### config.mk
export PLATFORM = sky130hd
export DESIGN_NAME = mul_div_unit
export DESIGN_NICKNAME = d
export VERILOG_FILES = /design/src/rtl/mul_div_unit.sv
export SDC_FILE = /design/constraint.sdc
export NUM_CORES = 1
export LEC_CHECK = 0
export ABC_AREA = 0
export CAP_MARGIN = 20
export CORE_MARGIN = 1
export CORE_UTILIZATION = 30
export DETAILED_ROUTE_END_ITERATION = 12
export GPL_TIMING_DRIVEN = 0
export PLACE_DENSITY = 0.52
export SLEW_MARGIN = 40
export SYNTH_ARGS = -nofsm -noshare
export SYNTH_HDL_FRONTEND = slang
export SYNTH_SLANG_ARGS = --single-unit
### constraint.sdc
create_clock -name clk -period 6.7 [get_ports clk]
set_input_delay 1.34 -clock clk [delete_from_list [all_inputs] [get_ports clk]]
set_output_delay 1.34 -clock clk [all_outputs]
set_load 0.005 [all_outputs]
### src/rtl/mul_div_unit.sv
// mul_div_unit: iterative RV32M multiply/divide unit for the execute stage.
// Shift-add multiply and restoring divide on operand magnitudes, one bit per
// cycle for 32 cycles. Sign fix-up happens on the edge that enters DONE.
// Divide-by-zero and signed overflow are resolved straight from IDLE.
module mul_div_unit #(
  parameter int XLEN = 32
) (
  input  logic            clk,
  input  logic            reset_n,
  input  logic            start,
  input  logic            flush,
  input  logic [2:0]      funct3,
  input  logic [XLEN-1:0] src_a,
  input  logic [XLEN-1:0] src_b,
  output logic [XLEN-1:0] result,
  output logic            done,
  output logic            busy,
  output logic            stall
);

  localparam int W = XLEN;

  typedef enum logic [1:0] {
    S_IDLE = 2'd0,
    S_CALC = 2'd1,
    S_DONE = 2'd2
  } state_e;

  state_e         state_q;
  logic [4:0]     cnt_q;
  logic [2:0]     op_q;
  logic [2*W-1:0] acc_q;   // mul: {partial sum, multiplier}; div: {remainder, dividend/quotient}
  logic [W-1:0]   b_q;     // multiplicand or divisor magnitude
  logic           na_q;    // operand a is signed-negative
  logic           nb_q;    // operand b is signed-negative
  logic [W-1:0]   result_q;
  logic           done_q;
  logic           busy_q;

  // Operand decode on the raw inputs, used only when accepting in IDLE.
  logic           a_sgn, b_sgn, a_neg, b_neg;
  logic [W-1:0]   mag_a, mag_b;
  logic           div0, ovf, special;
  logic [W-1:0]   spec_res;

  // Sign treatment per funct3 and early-out detection.
  always_comb begin
    a_sgn    = funct3[2] ? ~funct3[0] : (funct3[1:0] != 2'b11);
    b_sgn    = funct3[2] ? ~funct3[0] : ~funct3[1];
    a_neg    = a_sgn & src_a[W-1];
    b_neg    = b_sgn & src_b[W-1];
    mag_a    = a_neg ? (~src_a + 1'b1) : src_a;
    mag_b    = b_neg ? (~src_b + 1'b1) : src_b;
    div0     = funct3[2] & (src_b == '0);
    ovf      = funct3[2] & ~funct3[0] & (src_a == {1'b1, {(W-1){1'b0}}}) & (src_b == '1);
    special  = div0 | ovf;
    if (div0)
      spec_res = funct3[1] ? src_a : '1;
    else
      spec_res = funct3[1] ? '0 : {1'b1, {(W-1){1'b0}}};
  end

  // One iteration step of either algorithm, plus final sign fix-up.
  logic [W:0]     mul_sum;
  logic [2*W-1:0] acc_mul, acc_div, acc_d;
  logic [W:0]     rem_sh;
  logic           qbit;
  logic [W-1:0]   rem_sub;
  logic [2*W-1:0] prod_s;
  logic [W-1:0]   quot_s, rem_s, calc_res;

  always_comb begin
    // Shift-add: conditionally add multiplicand to the upper half, then shift right.
    mul_sum = {1'b0, acc_q[2*W-1:W]} + (acc_q[0] ? {1'b0, b_q} : '0);
    acc_mul = {mul_sum, acc_q[W-1:1]};
    // Restoring divide: shift in next dividend bit, subtract if it fits.
    rem_sh  = {acc_q[2*W-1:W], acc_q[W-1]};
    qbit    = (rem_sh >= {1'b0, b_q});
    rem_sub = rem_sh[W-1:0] - b_q;   // exact whenever qbit=1, since result < divisor
    acc_div = {(qbit ? rem_sub : rem_sh[W-1:0]), acc_q[W-2:0], qbit};
    acc_d   = op_q[2] ? acc_div : acc_mul;
    // Sign correction applied to the post-iteration value.
    prod_s  = (na_q ^ nb_q) ? (~acc_d + 1'b1) : acc_d;
    quot_s  = (na_q ^ nb_q) ? (~acc_d[W-1:0] + 1'b1) : acc_d[W-1:0];
    rem_s   = na_q ? (~acc_d[2*W-1:W] + 1'b1) : acc_d[2*W-1:W];
    if (!op_q[2])
      calc_res = (op_q[1:0] == 2'b00) ? prod_s[W-1:0] : prod_s[2*W-1:W];
    else
      calc_res = op_q[1] ? rem_s : quot_s;
  end

  // Control FSM with registered done/busy; flush squashes without touching result.
  always_ff @(posedge clk or negedge reset_n) begin
    if (!reset_n) begin
      state_q  <= S_IDLE;
      cnt_q    <= '0;
      op_q     <= '0;
      acc_q    <= '0;
      b_q      <= '0;
      na_q     <= 1'b0;
      nb_q     <= 1'b0;
      result_q <= '0;
      done_q   <= 1'b0;
      busy_q   <= 1'b0;
    end else if (flush) begin
      state_q  <= S_IDLE;
      cnt_q    <= '0;
      done_q   <= 1'b0;
      busy_q   <= 1'b0;
    end else begin
      case (state_q)
        S_IDLE: begin
          done_q <= 1'b0;
          if (start) begin
            op_q   <= funct3;
            cnt_q  <= '0;
            acc_q  <= {{W{1'b0}}, mag_a};
            b_q    <= mag_b;
            na_q   <= a_neg;
            nb_q   <= b_neg;
            busy_q <= 1'b1;
            if (special) begin
              state_q  <= S_DONE;
              result_q <= spec_res;
              done_q   <= 1'b1;
            end else begin
              state_q  <= S_CALC;
            end
          end
        end
        S_CALC: begin
          acc_q <= acc_d;
          cnt_q <= cnt_q + 5'd1;
          if (cnt_q == 5'd31) begin
            state_q  <= S_DONE;
            result_q <= calc_res;
            done_q   <= 1'b1;
          end
        end
        S_DONE: begin
          state_q <= S_IDLE;
          done_q  <= 1'b0;
          busy_q  <= 1'b0;
          cnt_q   <= '0;
        end
        default: begin
          state_q <= S_IDLE;
          done_q  <= 1'b0;
          busy_q  <= 1'b0;
        end
      endcase
    end
  end

  // Stall covers the accepting cycle combinationally, then all of CALC.
  always_comb begin
    stall = ((state_q == S_IDLE) & start & ~flush) | (state_q == S_CALC);
  end

  assign result = result_q;
  assign done   = done_q;
  assign busy   = busy_q;

endmodule

# Word-level counts from Yosys, hierarchy flattened

Index checks and enable logic that the tools add are counted.
Widths: inputs -> output; s select.

Output and inout bits: 35
Flip-flop bits (word level): 142
Word-level logic and storage cells: 99

Reductions and logical operators: 11
Eq/ne operators: 12
Muxes and demuxes: 38
$add $sub $neg: 8
Bitwise operators: 19
Magnitude comparators: 1

Operator list:

| cell                  | number |
|---|---|
| $mux 32               | 15 |
| $mux 64               | 3 |
| $add 32x1->32 const B | 4 |
| $not 32->32           | 4 |
| $pmux 64 s2           | 1 |
| $add 64x1->64 const B | 1 |
| $eq 32x32->1 const B  | 2 |
| $not 64->64           | 1 |
| $pmux 32 s2           | 1 |
| $add 32x32->33        | 1 |
| $ge 33x32->1          | 1 |
| $logic_not 32->1      | 1 |
| $sub 32x32->32        | 1 |
| $pmux 5 s3            | 1 |
| $mux 5                | 2 |
| $ne 2x2->1 const B    | 5 |
| $and 1x1->1           | 8 |
| $mux 1                | 8 |
| $mux 2                | 4 |
| $ne 3x3->1 const B    | 2 |
| $reduce_and 2->1      | 3 |
| $reduce_and 3->1      | 2 |
| $add 5x1->5 const B   | 1 |
| $eq 5x5->1 const B    | 1 |
| other kinds (11)      | 16 |

# Depth between registers and ports, before layout

Depth in word-level cells: 10
Depth in mapped cells: 26
Mapped depth without buffers: 22

# Least setup slack after synthesis

No wires, ideal clock.

Path type: register -> register
From: register op_q[2]
To: register result_q[6] (netlist: result[6])
Setup slack: 1.435 ns
Buffers on the path: 10
Clock period less this slack: 5.265 ns
Data required time: 6.617 ns
Setup time: 0.083 ns
Cell stages (with the launch flop): 25
Data arrival time: 5.182 ns
Cell sequence: dfrtp_1 buf_4 buf_2 buf_2 buf_2 buf_2 buf_2 buf_1 buf_2 buf_2 clkbuf_1 nand2_1 o21ai_0 ha_1 and2_1 nand3b_1 or3_1 nor3_1 nand3_1 o21ai_0 xnor2_1 nor2_1 a2111oi_0 a21oi_1 o21ai_0

Cells in the longest elaborated chain, start to end: 8
Elaborated cells on any way between the ends: 15

Ends and longest elaborated chain:

| what                                  | RTL line | RTL |
|---|---|---|
| start: declaration                    | 31       | `logic [2:0] op_q;` |
| start signal: assignment              | 115      | `op_q <= funct3;` |
| $mux 64                               | 81       | `acc_d = op_q[2] ? acc_div : acc_mul;` |
| $not 64->64 (tied with other cells)   | 83       | `prod_s = (na_q ^ nb_q) ? (~acc_d + 1'b1) : acc_d;` |
| $add 64x1->64 (tied with other cells) | 83       |  |
| $mux 64 (tied with other cells)       | 83       |  |
| $mux 32 (on tied branches)            | 87, 89   |  |
| $mux 32 (*)                           | 86       | `if (!op_q[2])` |
| $mux 32 (*)                           | 134      | `if (cnt_q == 5'd31) begin` |
| $pmux 32 s2 (*)                       | 111      | `case (state_q)` |
| end signal: assignment                | 124      | `result_q <= spec_res;` |
| end signal: assignment                | 136      | `result_q <= calc_res;` |
| end: declaration                      | 36       | `logic [W-1:0] result_q;` |

Every way passes the cells marked *; elsewhere a longest branch is shown, timed or not. The select of a mux whose other input is x is not followed.
A chain may end at the register's enable or synchronous reset.

# Final worst setup path

From: register op_q[2]
To: register result_q[4] (netlist: result[4])

Same word-level chain as after synthesis.

==> metrics.md <==
| Metric | Value |
|---|---|
| First-pass GRT wire length | `109 mm` |
| Ys flop type | `dfrtp_1` |
| Average size of a mapped cell | `7.41 sq um` |
| Sequential power share | `17.7%` |
| Total iterations of the first detailed-routing run | `5` |
| Post-Synthesis Cells | `2,112` |
| Fin worst setup slack | `0.250 ns` |
| Placed inst area | `17,700 sq um` |
| GRT Total Usage | `27.5%` |
| Area Overhead vs Synth | `16.9%` |
| Sequential area share after synthesis | `22.7%` |
| R2R Setup Slk | `0.25 ns` |
| Leading area contributor after synthesis | `dfrtp_1` |
| Post-Syn Nets | `2,256` |
| Final core utilization | `35.6%` |
| RSZ-0062 raised after global routing | `no` |
| Clock-pin slew on the worst setup and hold paths | `0.07 ns` |
| H-tree Lvls | `4` |
| Total gr overflow | `0` |
| Layout cells sized above 1 | `6.66%` |
| Placed cell count | `2,901` |
| CP Capture Type | `flop` |
| WL per Instance | `24.9 microns` |
| Design Power | `8.43 mW` |
| Area of the multi-input gates | `11,400 sq um` |
| Critical path class | `flop to flop` |
| Critical Path Source Type | `flop` |
| Reg2reg start | `op_q[2]` |
| Pins over their slew limit | `0` |
| Reg area | `3550 sq um` |
| CP most frequent cell | `buf_2` |
| Max frequency | `155 MHz` |
| Hold Path Cell Cnt | `2` |
| Sw frac | `55.7%` |
| Die X | `230 microns` |
| FFs w/ async S/R, synth | `100%` |
| Power density over the cells | `461 nW/um^2` |
| Worst hold path type | `flop to flop` |
| R2R Path End | `result[4]` |
| Hold_buf cts | `0` |
| N_diodes | `0` |
| Yosys reg bits | `142` |
| EDFF count, synth | `0` |
| Worst vdd ir | `0.000244 V` |
| Initial antenna violation count | `0` |
| Core region area | `51,400 sq um` |
| Vert. Die Dim | `230 microns` |
| # Max-Cap Violations | `0` |
| Period utilisation layout | `96.3%` |
| Synth unique cells | `110` |
| CTS buffer count | `17` |
| Initial DRC Count | `1,796` |
| CTS max path bufs | `2` |
| Status | `complete, no violations` |
| Worst path cell trace | `buf_4, buf_2, buf_2, buf_2, buf_2, buf_4, buf_4, nand2_1, o21ai_0, ha_1, and2_1, nand3b_1, or3_1, nor3_4, nand3_4, o31ai_1, xor2_1, o21ai_0, o21ai_0, mux2_2` |
| Area contributors post-synth | `dfrtp_1 23%, o21ai_0 7.4%, a21oi_1 6.5%` |
| Filler cells | `5,493` |
| Post-DP HPWL | `59.3 mm` |
| Pin count of the biggest net entering global routing | `72` |
| Yosys warning count | `0` |
| Hold_sp | `result[9]` |
| Initial core utilization | `30.4%` |
| CTS tree | `done` |
| Reg2Reg Depth | `20` |
| Internal | `3.73 mW` |
| Vias/cell | `5.97` |
| CTS Root Cell | `clkbuf_16` |
| Clk pwr share | `11.2%` |
| Mapped Area | `15,600 sq um` |
| Final setup fails | `0` |
| Fin nets | `2,382` |
| Worst path max stage delay | `0.54 ns` |
| Max_slew headroom | `39.9%` |
| Vias | `17,484` |
| CP Max Fanout | `28` |
| Setup TNS | `0 ns` |
| Post-Layout Cell Count | `2,931` |
| Cell at the slowest stage of the critical path | `o21ai_0` |
| Worst slew pin tran | `0.902 ns` |
| Crit path DAT | `6.87 ns` |
| Req. time, crit path | `7.12 ns` |
| Dpl ws | `-1.97 ns` |
| Comb power frac | `71.0%` |
| # rows | `83` |
| Setup Skew | `0.0148 ns` |
| Placer Congestion | `1.01` |
| Area share of the largest cell type after synthesis | `22.7%` |
| WHS | `0.483 ns` |
| Switch Pwr | `4.70 mW` |
| Hold Fails Final Rpt | `0` |
| DIE AREA | `53,100 sq um` |
| Fin area | `18,300 sq um` |
| Antenna viol nets, final | `0` |
| Clk_lat worst skew | `0.48 ns` |
| Period minus WS final | `6.45 ns` |
| Clock sinks | `142` |
| Port buffer count | `105` |
| Number of global-route vias before repair | `16,646` |
| DRC | `0` |
| Total Wirelength | `73.0 mm` |
| Pleak | `7.25 nW` |
| Worst hold endpoint | `result[9]` |
| I/O pin count | `106` |
[layer usage]
| layer | up-vias | routed length [microns] | GRT usage, % |
|---|---|---|---|
| met3 | 138 | 5600 | 4.57 |
| met4 | 0 | 2230 | 9.71 |
| met2 | 819 | 32500 | 43.0 |
| met5 | - | 0 | 0 |
| met1 | 8543 | 32700 | 37.9 |
| li1 | 7984 | - | - |
[area by class of cell]
| type | instances | share of cell area [%] |
|---|---|---|
| flip-flops and latches | 142 | 19.4 |
| repair buffers | 110 | 6.17 |
| multi-input cells | 1781 | 62.4 |
| well taps | 680 | 4.65 |
| plain buffers | 120 | 2.89 |
| clock inverters | 12 | 0.609 |
| inverters | 66 | 1.35 |
| clock buffers | 20 | 2.44 |
[power groups by stage]
stage	sequential, mW	clock (mW)	combinational, mW
floorplan	1.33	0	3.89
global placement	1.50	0	5.75
detailed placement	1.50	0	5.79
CTS	1.49	0.975	5.83
global route	1.52	0.999	6.43
finish	1.49	0.947	5.99
[Yosys cell counts (all sizes together), types with 10 or more instances]
| cell type | n |
|---|---|
| nand3 | 43 |
| mux2 | 15 |
| dfrtp | 142 |
| mux2i | 36 |
| or3 | 24 |
| a31oi | 32 |
| nor2b | 14 |
| nor2 | 180 |
| a21o | 21 |
| nor3b | 10 |
| o21ai | 242 |
| inv | 65 |
| and2 | 49 |
| a21oi | 205 |
| nand2 | 249 |
| o22ai | 11 |
| o31ai | 19 |
| o21a | 21 |
| a22o | 23 |
| buf | 39 |
| o211ai | 19 |
| nand2b | 16 |
| o41ai | 11 |
| ha | 71 |
| a211oi | 19 |
| nor3 | 74 |
| and3 | 16 |
| clkbuf | 84 |
| nand4 | 38 |
| xnor2 | 77 |
| xor2 | 84 |
| nor4 | 14 |
[kinds of logic (layout without fill, tap and decap cells)]
kind of cell	after synthesis	after routing	synth area share, %
multiplexers	51	51	3.41
adder cells (fa/ha/maj)	73	73	5.93
AO/OA/AOI/OAI	724	724	29.3
XOR/XNOR	161	161	9.01
flip-flops	142	142	22.7
buffers and inverters	189	328	4.99
AND/OR/NAND/NOR	772	772	24.6
[registers in the layout, indices dropped and copies added, names as in the netlist]
name / flops
op_q: 3
done: 1
busy: 1
acc_q: 64
state_q: 2
result: 32
cnt_q: 5
nb_q: 1
na_q: 1
b_q: 32
[worst max-delay path, delay by kind of cell, from the launching register on]
family                     cells  cell delay [ns]
buffers and inverters          7             2.53
and+or+nand+nor                6             1.63
AOI/OAI and AO/OA              4             1.16
DFF                            1             0.33
muxes                          1             0.27
adders and majority gates      1             0.25
xor gates and xnor gates       1             0.19
[worst max-delay path by stage]
stage	startpoint	depth (start not counted)	endpoint
2_1_floorplan	op_q[2]	24	result[6]
3_3_place_gp	op_q[2]	24	result[6]
3_5_place_dp	op_q[2]	24	result[6]
4_1_cts	b_q[24]	24	result[6]
5_1_grt	b_q[24]	23	result[4]
6_report	op_q[2]	20	result[4]
[cell usage in the layout, fill, tap and decap left out, types with 9 or more instances in the layout]
master	count
and3_1	16
xor2_1	83
ha_1	71
clkdlybuf4s50_1	104
a31oi_1	31
a211oi_1	17
o211ai_1	16
o21ai_1	10
nand4_1	37
dfrtp_1	142
o21ai_0	230
nand2b_1	16
a21o_1	21
clkbuf_16	17
nand3_1	41
o41ai_1	9
a22o_1	22
a21oi_1	203
nor2_1	178
mux2_2	15
nor2b_1	14
nor4_1	9
clkbuf_1	82
or3_1	24
and2_1	48
o21a_1	21
xnor2_1	77
nor3b_1	10
nand2_1	248
nor3_1	69
o22ai_1	10
mux2i_1	35
inv_1	65
o31ai_1	16
buf_2	29
[timing repair]
action | 4_1_cts | 5_1_grt
setup buffers | 1 | 0
pin swaps | 1 | 0
setup endpoints to repair | 16 | 7
resized for setup | 5 | 7
Note: power is estimated with default switching activity, not from simulation.
